==> config.mk <==
export PLATFORM = sky130hd
export DESIGN_NAME = lbm_stream_gather
export DESIGN_NICKNAME = d
export VERILOG_FILES = /design/src/rtl/lbm_stream_gather.sv
export SDC_FILE = /design/constraint.sdc
export NUM_CORES = 1
export LEC_CHECK = 0
export ABC_CLOCK_PERIOD_IN_PS = 3900
export CORE_UTILIZATION = 40
export CTS_CLUSTER_DIAMETER = 50
export CTS_CLUSTER_SIZE = 12
export DETAILED_ROUTE_END_ITERATION = 10
export PLACE_DENSITY = 0.86
export SLEW_MARGIN = 20
export SYNTH_ARGS = -nofsm -noshare
export SYNTH_HDL_FRONTEND = slang
export SYNTH_SLANG_ARGS = --single-unit
==> constraint.sdc <==
create_clock -name i_clk -period 3.9 [get_ports i_clk]
set_input_delay 0.39 -clock i_clk [delete_from_list [all_inputs] [get_ports i_clk]]
set_output_delay 0.39 -clock i_clk [all_outputs]
set_load 0.02 [all_outputs]
==> src/rtl/lbm_stream_gather.sv <==
// D2Q9 pull-streaming gather: walks the grid in raster order and presents the nine upstream
// populations of each cell. Define LBM_BOUNCE_BACK_EN for half-way bounce-back at the domain edge.
module lbm_stream_gather #(
  parameter int unsigned WIDTH         = 8,
  parameter int unsigned HEIGHT        = 8,
  parameter int unsigned DATA_WIDTH    = 16,
  parameter int unsigned ADDRESS_WIDTH = 6
) (
  input  logic                       i_clk,
  input  logic                       i_rst,
  input  logic                       i_start,
  output logic                       o_busy,
  output logic                       o_done,
  output logic [9*ADDRESS_WIDTH-1:0] o_rd_addr,
  input  logic [9*DATA_WIDTH-1:0]    i_rd_data,
  output logic [9*DATA_WIDTH-1:0]    o_out_f,
  output logic [ADDRESS_WIDTH-1:0]   o_out_index,
  output logic [8:0]                 o_out_missing,
  output logic                       o_out_valid,
  input  logic                       i_out_ready
);
  localparam int unsigned AW = ADDRESS_WIDTH;
  localparam int unsigned DW = DATA_WIDTH;
  localparam int unsigned CW = $clog2(WIDTH);
  localparam int unsigned RW = $clog2(HEIGHT);
  localparam logic [CW-1:0] ColLast = CW'(WIDTH - 1);
  localparam logic [RW-1:0] RowLast = RW'(HEIGHT - 1);
  localparam logic [AW-1:0] IdxLast = AW'(WIDTH * HEIGHT - 1);
  localparam logic [AW-1:0] StepRow = AW'(WIDTH);
  localparam logic [AW-1:0] StepCol = AW'(1);

  typedef enum logic [2:0] {
    StIdle,
    StIssue,
    StCapture,
`ifdef LBM_BOUNCE_BACK_EN
    StIssueBb,
    StCaptureBb,
`endif
    StPresent,
    StDone
  } state_t;

  state_t          r_state, w_state_nxt;
  logic [RW-1:0]   r_row, w_row_nxt;
  logic [CW-1:0]   r_col, w_col_nxt;
  logic [AW-1:0]   r_idx, w_idx_nxt;
  logic [9*AW-1:0] r_rd_addr, w_src_addr;
  logic [8:0]      r_missing, w_src_miss;
  logic [9*DW-1:0] r_f, w_cap_f;
  logic [AW-1:0]   w_cand [9];
  logic            w_handshake, w_last;
  logic            w_v_n, w_v_s, w_v_e, w_v_w;

  assign w_handshake = (r_state == StPresent) && i_out_ready;
  assign w_last      = (r_idx == IdxLast);

  always_comb begin
    w_state_nxt = r_state;
    case (r_state)
      StIdle:    if (i_start) w_state_nxt = StIssue;
      StIssue:   w_state_nxt = StCapture;
      StCapture: begin
        w_state_nxt = StPresent;
`ifdef LBM_BOUNCE_BACK_EN
        if (r_missing != 9'd0) w_state_nxt = StIssueBb;
`endif
      end
`ifdef LBM_BOUNCE_BACK_EN
      StIssueBb:   w_state_nxt = StCaptureBb;
      StCaptureBb: w_state_nxt = StPresent;
`endif
      StPresent: if (i_out_ready) w_state_nxt = w_last ? StDone : StIssue;
      StDone:    w_state_nxt = StIdle;
      default:   w_state_nxt = StIdle;
    endcase
  end

  // Addresses are computed from the position the counters are about to take, so rd_addr is
  // already registered during ISSUE and the RAM data lands in CAPTURE.
  always_comb begin
    w_row_nxt = r_row;
    w_col_nxt = r_col;
    w_idx_nxt = r_idx;
    if (r_state == StIdle && i_start) begin
      w_row_nxt = '0;
      w_col_nxt = '0;
      w_idx_nxt = '0;
    end else if (w_handshake && !w_last) begin
      w_idx_nxt = r_idx + StepCol;
      if (r_col == ColLast) begin
        w_col_nxt = '0;
        w_row_nxt = r_row + RW'(1);
      end else begin
        w_col_nxt = r_col + CW'(1);
      end
    end
  end

  assign w_v_n = (w_row_nxt < RowLast);
  assign w_v_s = (w_row_nxt != '0);
  assign w_v_e = (w_col_nxt != '0);
  assign w_v_w = (w_col_nxt < ColLast);

  assign w_cand[0] = w_idx_nxt;
  assign w_cand[1] = w_idx_nxt + StepRow;
  assign w_cand[2] = w_idx_nxt + StepRow - StepCol;
  assign w_cand[3] = w_idx_nxt - StepCol;
  assign w_cand[4] = w_idx_nxt - StepRow - StepCol;
  assign w_cand[5] = w_idx_nxt - StepRow;
  assign w_cand[6] = w_idx_nxt - StepRow + StepCol;
  assign w_cand[7] = w_idx_nxt + StepCol;
  assign w_cand[8] = w_idx_nxt + StepRow + StepCol;

  assign w_src_miss = ~{w_v_n & w_v_w, w_v_w, w_v_s & w_v_w, w_v_s, w_v_s & w_v_e,
                        w_v_e, w_v_n & w_v_e, w_v_n, 1'b1};

  always_comb begin
    w_src_addr = '0;
    for (int i = 0; i < 9; i++) begin
      if (!w_src_miss[i]) w_src_addr[i*AW +: AW] = w_cand[i];
    end
  end

  always_comb begin
    w_cap_f = '0;
    for (int i = 0; i < 9; i++) begin
      if (!r_missing[i]) w_cap_f[i*DW +: DW] = i_rd_data[i*DW +: DW];
    end
  end

`ifdef LBM_BOUNCE_BACK_EN
  logic [9*AW-1:0] w_bb_addr;
  logic [9*DW-1:0] w_bb_f;

  function automatic int unsigned opp(input int unsigned i);
    return (i == 0) ? 0 : ((i < 5) ? i + 4 : i - 4);
  endfunction

  // A missing slot reads the cell's own population travelling the opposite way.
  always_comb begin
    w_bb_addr = '0;
    w_bb_f    = r_f;
    for (int i = 1; i < 9; i++) begin
      if (r_missing[i]) begin
        w_bb_addr[opp(i)*AW +: AW] = r_idx;
        w_bb_f[i*DW +: DW]         = i_rd_data[opp(i)*DW +: DW];
      end
    end
  end
`endif

  always_ff @(posedge i_clk) begin
    if (i_rst) begin
      r_state   <= StIdle;
      r_row     <= '0;
      r_col     <= '0;
      r_idx     <= '0;
      r_rd_addr <= '0;
      r_missing <= '0;
      r_f       <= '0;
    end else begin
      r_state <= w_state_nxt;
      r_row   <= w_row_nxt;
      r_col   <= w_col_nxt;
      r_idx   <= w_idx_nxt;
      if (w_state_nxt == StIssue) begin
        r_rd_addr <= w_src_addr;
        r_missing <= w_src_miss;
      end
`ifdef LBM_BOUNCE_BACK_EN
      if (w_state_nxt == StIssueBb) r_rd_addr <= w_bb_addr;
      if (r_state == StCaptureBb) r_f <= w_bb_f;
`endif
      if (r_state == StCapture) r_f <= w_cap_f;
    end
  end

  assign o_busy        = (r_state != StIdle);
  assign o_done        = (r_state == StDone);
  assign o_out_valid   = (r_state == StPresent);
  assign o_rd_addr     = r_rd_addr;
  assign o_out_f       = r_f;
  assign o_out_index   = r_idx;
  assign o_out_missing = r_missing;

endmodule

==> results.json <==
{
  "status": "complete, but fails checks",
  "violations": "DRC",
  "grt_overflow_total": 0,
  "cts_resized": 0,
  "cts_root_buffer": "clkbuf_16",
  "hold_buffers": 0,
  "swShare_pct": 25.58,
  "wl_met1_um": 12440,
  "start_util_pct": 41.06,
  "synth_cell_types": 61,
  "firstDrtPassIters": 8,
  "synth_edf_count": 0,
  "switchingPower_mw": 1.536,
  "dpl.hpwl_um": 21010,
  "ys_seq_area_share_pct": 48.91,
  "dieArea_um2": 23220,
  "synth-simple-area-share_pct": 27.54,
  "maxSlewHeadroom_pct": 37.51,
  "met3_length_um": 2286,
  "synth_area_um2": 9045,
  "cellPowerDensity_nw_per_um2": 437.5,
  "p_total_mw": 6.005,
  "cp_cell_sequence": "ha_1 -> nand2_1 -> o21ai_1 -> nand2_1 -> a21o_1 -> ha_1 -> or3_1 -> a21oi_1 -> nand3_1 -> a21oi_1",
  "via_per_inst": 5.384,
  "row_count": 54,
  "cp.arrival_ns": 3.68,
  "fin_crit_ns": 3.237,
  "ys_warn_count": 0,
  "critPathMaxStageDelay_ns": 0.54,
  "routed.top_layer": "met4",
  "worstPathRequired_ns": 4.34,
  "drcViolationCount": 28,
  "coreArea_um2": 22030,
  "cpMaxStageDelayCell": "o21ai_1",
  "num_vias": 9109,
  "dieHeight_um": 152.4,
  "final-seq-area_um2": 4424,
  "min_path_type": "input port to flop",
  "pwr-share-clk_pct": 43.8,
  "combPwrFrac_pct": 15.4,
  "synth-seq-cells": 221,
  "finalHoldViolCount": 0,
  "path_delay_family": "compound AO/OA/AOI/OAI gates",
  "layout_commonest_cell": "clkdlybuf4s50_1",
  "synth_nets": 1239,
  "grt_usage_pct": 25.43,
  "postCtsSetupBuffers": 0,
  "antenna_found_initial": 1,
  "fin_nets": 1554,
  "fin_worst_skew_ns": 0.008295,
  "ys_async_sr_fraction_pct": 0,
  "worst_pin_slew_ns": 0.9374,
  "fmax_mhz": 309.0,
  "routed_wl_um": 30990,
  "syn_to_final_growth_pct": 51.75,
  "synth_xor_area_share_pct": 1.162,
  "synthCells": 1080,
  "clockBufferDepth": 3,
  "cp_num_buf_inv": 0,
  "peakVddDrop_mv": 0.2238,
  "route.met2.wl_um": 15040,
  "pwr-share-seq_pct": 40.7,
  "utilization_pct": 62.32,
  "wl_per_cell_um": 18.31,
  "setup-violations-final": 0,
  "muxShareOfSynthArea_pct": 0.6087,
  "clk_pin_slew_ns": 0.06,
  "grt_pass1_vias": 8627,
  "cts-buffers-inserted": 27,
  "synth_top_family_by_area": "simple AND/OR/NAND/NOR gates",
  "p_int_mw": 4.469,
  "drt_iter0_markers": 797,
  "n_fill_cell": 1760,
  "ant_nets": 0,
  "cts_tree": "built",
  "grt_pass1_wl_um": 47630,
  "finalMaxSlewViolations": 0,
  "synth_compound_area_share_pct": 15.70,
  "portBuffers": 362,
  "clock_sinks": 221,
  "synth-adder-area-share_pct": 1.522,
  "rsz0062_at_grt": "no",
  "drive_above_1_share_pct": 5.386,
  "p_leak_nw": 4.796,
  "grt_max_degree": 96,
  "path_max_fanout": 10,
  "synth_flop_cell": "dfxtp_1",
  "worstSetupPathType": "flop to flop",
  "layout_common_cells": "clkdlybuf4s50_1, nand2_1, dfxtp_1",
  "endpoint_kind": "flop",
  "clk_latency_ns": 0.52,
  "fin_setup_tns_ns": 0,
  "synth.avg_cell_area_um2": 8.375,
  "io_pins": 364,
  "start_kind": "flop",
  "die_width_um": 152.4,
  "place_congestion": 0.9182,
  "drv_cap": 0,
  "multi_input_area_um2": 4228,
  "fin_crit_sh_pct": 82.99,
  "cts-htree-levels": 1
}
==> flip-flops by register name, summed over array words and instances (netlist names) <==
| name | count |
|---|---|
| o_out_f | 144 |
| o_out_index | 6 |
| r_state | 3 |
| o_rd_addr | 54 |
| r_col | 3 |
| o_out_missing | 8 |
| r_row | 3 |
==> worst reg2reg max path, cell delays in order (launching register included) <==
cell and delay (ns):
dfxtp_1 0.53, ha_1 0.35, nand2_1 0.25, o21ai_1 0.54, nand2_1 0.11, a21o_1 0.25, ha_1 0.24, or3_1 0.37
a21oi_1 0.25, nand3_1 0.12, a21oi_1 0.16
==> path summary, 6_finish.rpt <==
path / startpoint / end / slack [ns] / cells past startpoint
setup / recovery: o_out_index[0]$_SDFF_PP0_ / o_rd_addr[26]$_SDFFE_PP0N_ / 0.66 / 10
hold reg to reg: o_out_f[64]$_SDFFE_PP0N_ / o_out_f[64]$_SDFFE_PP0N_ / 0.45 / 2
hold / removal: i_rst / o_rd_addr[0]$_SDFFE_PP0N_ / 0.34 / 2
setup reg to reg: o_out_index[0]$_SDFF_PP0_ / o_rd_addr[26]$_SDFFE_PP0N_ / 0.66 / 10
==> final cells by class <==
| type | instances | share of cell area [%] |
|---|---|---|
| Multi-Input combinational cell | 759 | 30.80 |
| Clock buffer | 33 | 5.378 |
| Clock inverter | 12 | 1.477 |
| Antenna cell | 1 | 0.01823 |
| Timing Repair Buffer | 376 | 27.27 |
| Tap cell | 280 | 2.552 |
| Inverter | 10 | 0.2735 |
| Sequential cell | 221 | 32.23 |
==> stage by stage <==
stage / std cells / instance area, um2 / hold WS (ns) / setup slack (ns)
3_3_place_gp: 1646 / 12780 / 0.4370 / 0.6715
3_5_place_dp: 1646 / 12780 / 0.4422 / 0.5896
4_1_cts: 1691 / 13720 / 0.3604 / 0.7031
5_1_grt: 1692 / 13730 / 0.4034 / 0.3357
6_report: 1692 / 13730 / 0.3373 / 0.6634
2_1_floorplan: 1080 / 9045 / 0.4621 / 0.8919
==> cell families after synthesis <==
group,count (synthesis)
adder cells (fa/ha/maj),11
flip-flops,221
AND/OR/NAND/NOR,480
AO/OA/AOI/OAI,250
other,1
buffers and inverters,100
multiplexers,5
XOR/XNOR,12
==> per-layer routing <==
layer	up-vias	track usage [%]
li1	4354	-
met1	4305	31.25
met2	371	43.52
met3	79	4.778
met4	0	10.84
met5	-	0
==> synthesized netlist by cell type, types with 9 or more instances <==
cell | number | area (um2)
nor2_1 | 46 | 172.7
dfxtp_1 | 221 | 4424
nor3_1 | 10 | 50.05
a21oi_1 | 187 | 935.9
nand3b_1 | 129 | 968.4
nand3_1 | 21 | 105.1
clkbuf_1 | 70 | 262.8
inv_1 | 9 | 33.78
nand4_1 | 9 | 56.30
ha_1 | 11 | 137.6
xnor2_1 | 10 | 87.58
nand2_1 | 226 | 848.3
==> power by group through the flow <==
stage / clock [mW] / combinational, mW / sequential (mW)
after floorplan: 0 / 0.352 / 2.59
after global placement: 0 / 0.904 / 2.49
after detailed placement: 0 / 0.918 / 2.49
after CTS: 2.67 / 0.926 / 2.45
after global routing: 2.77 / 0.987 / 2.46
final: 2.63 / 0.926 / 2.45
No activity file was read; power rests on OpenSTA's default activity.
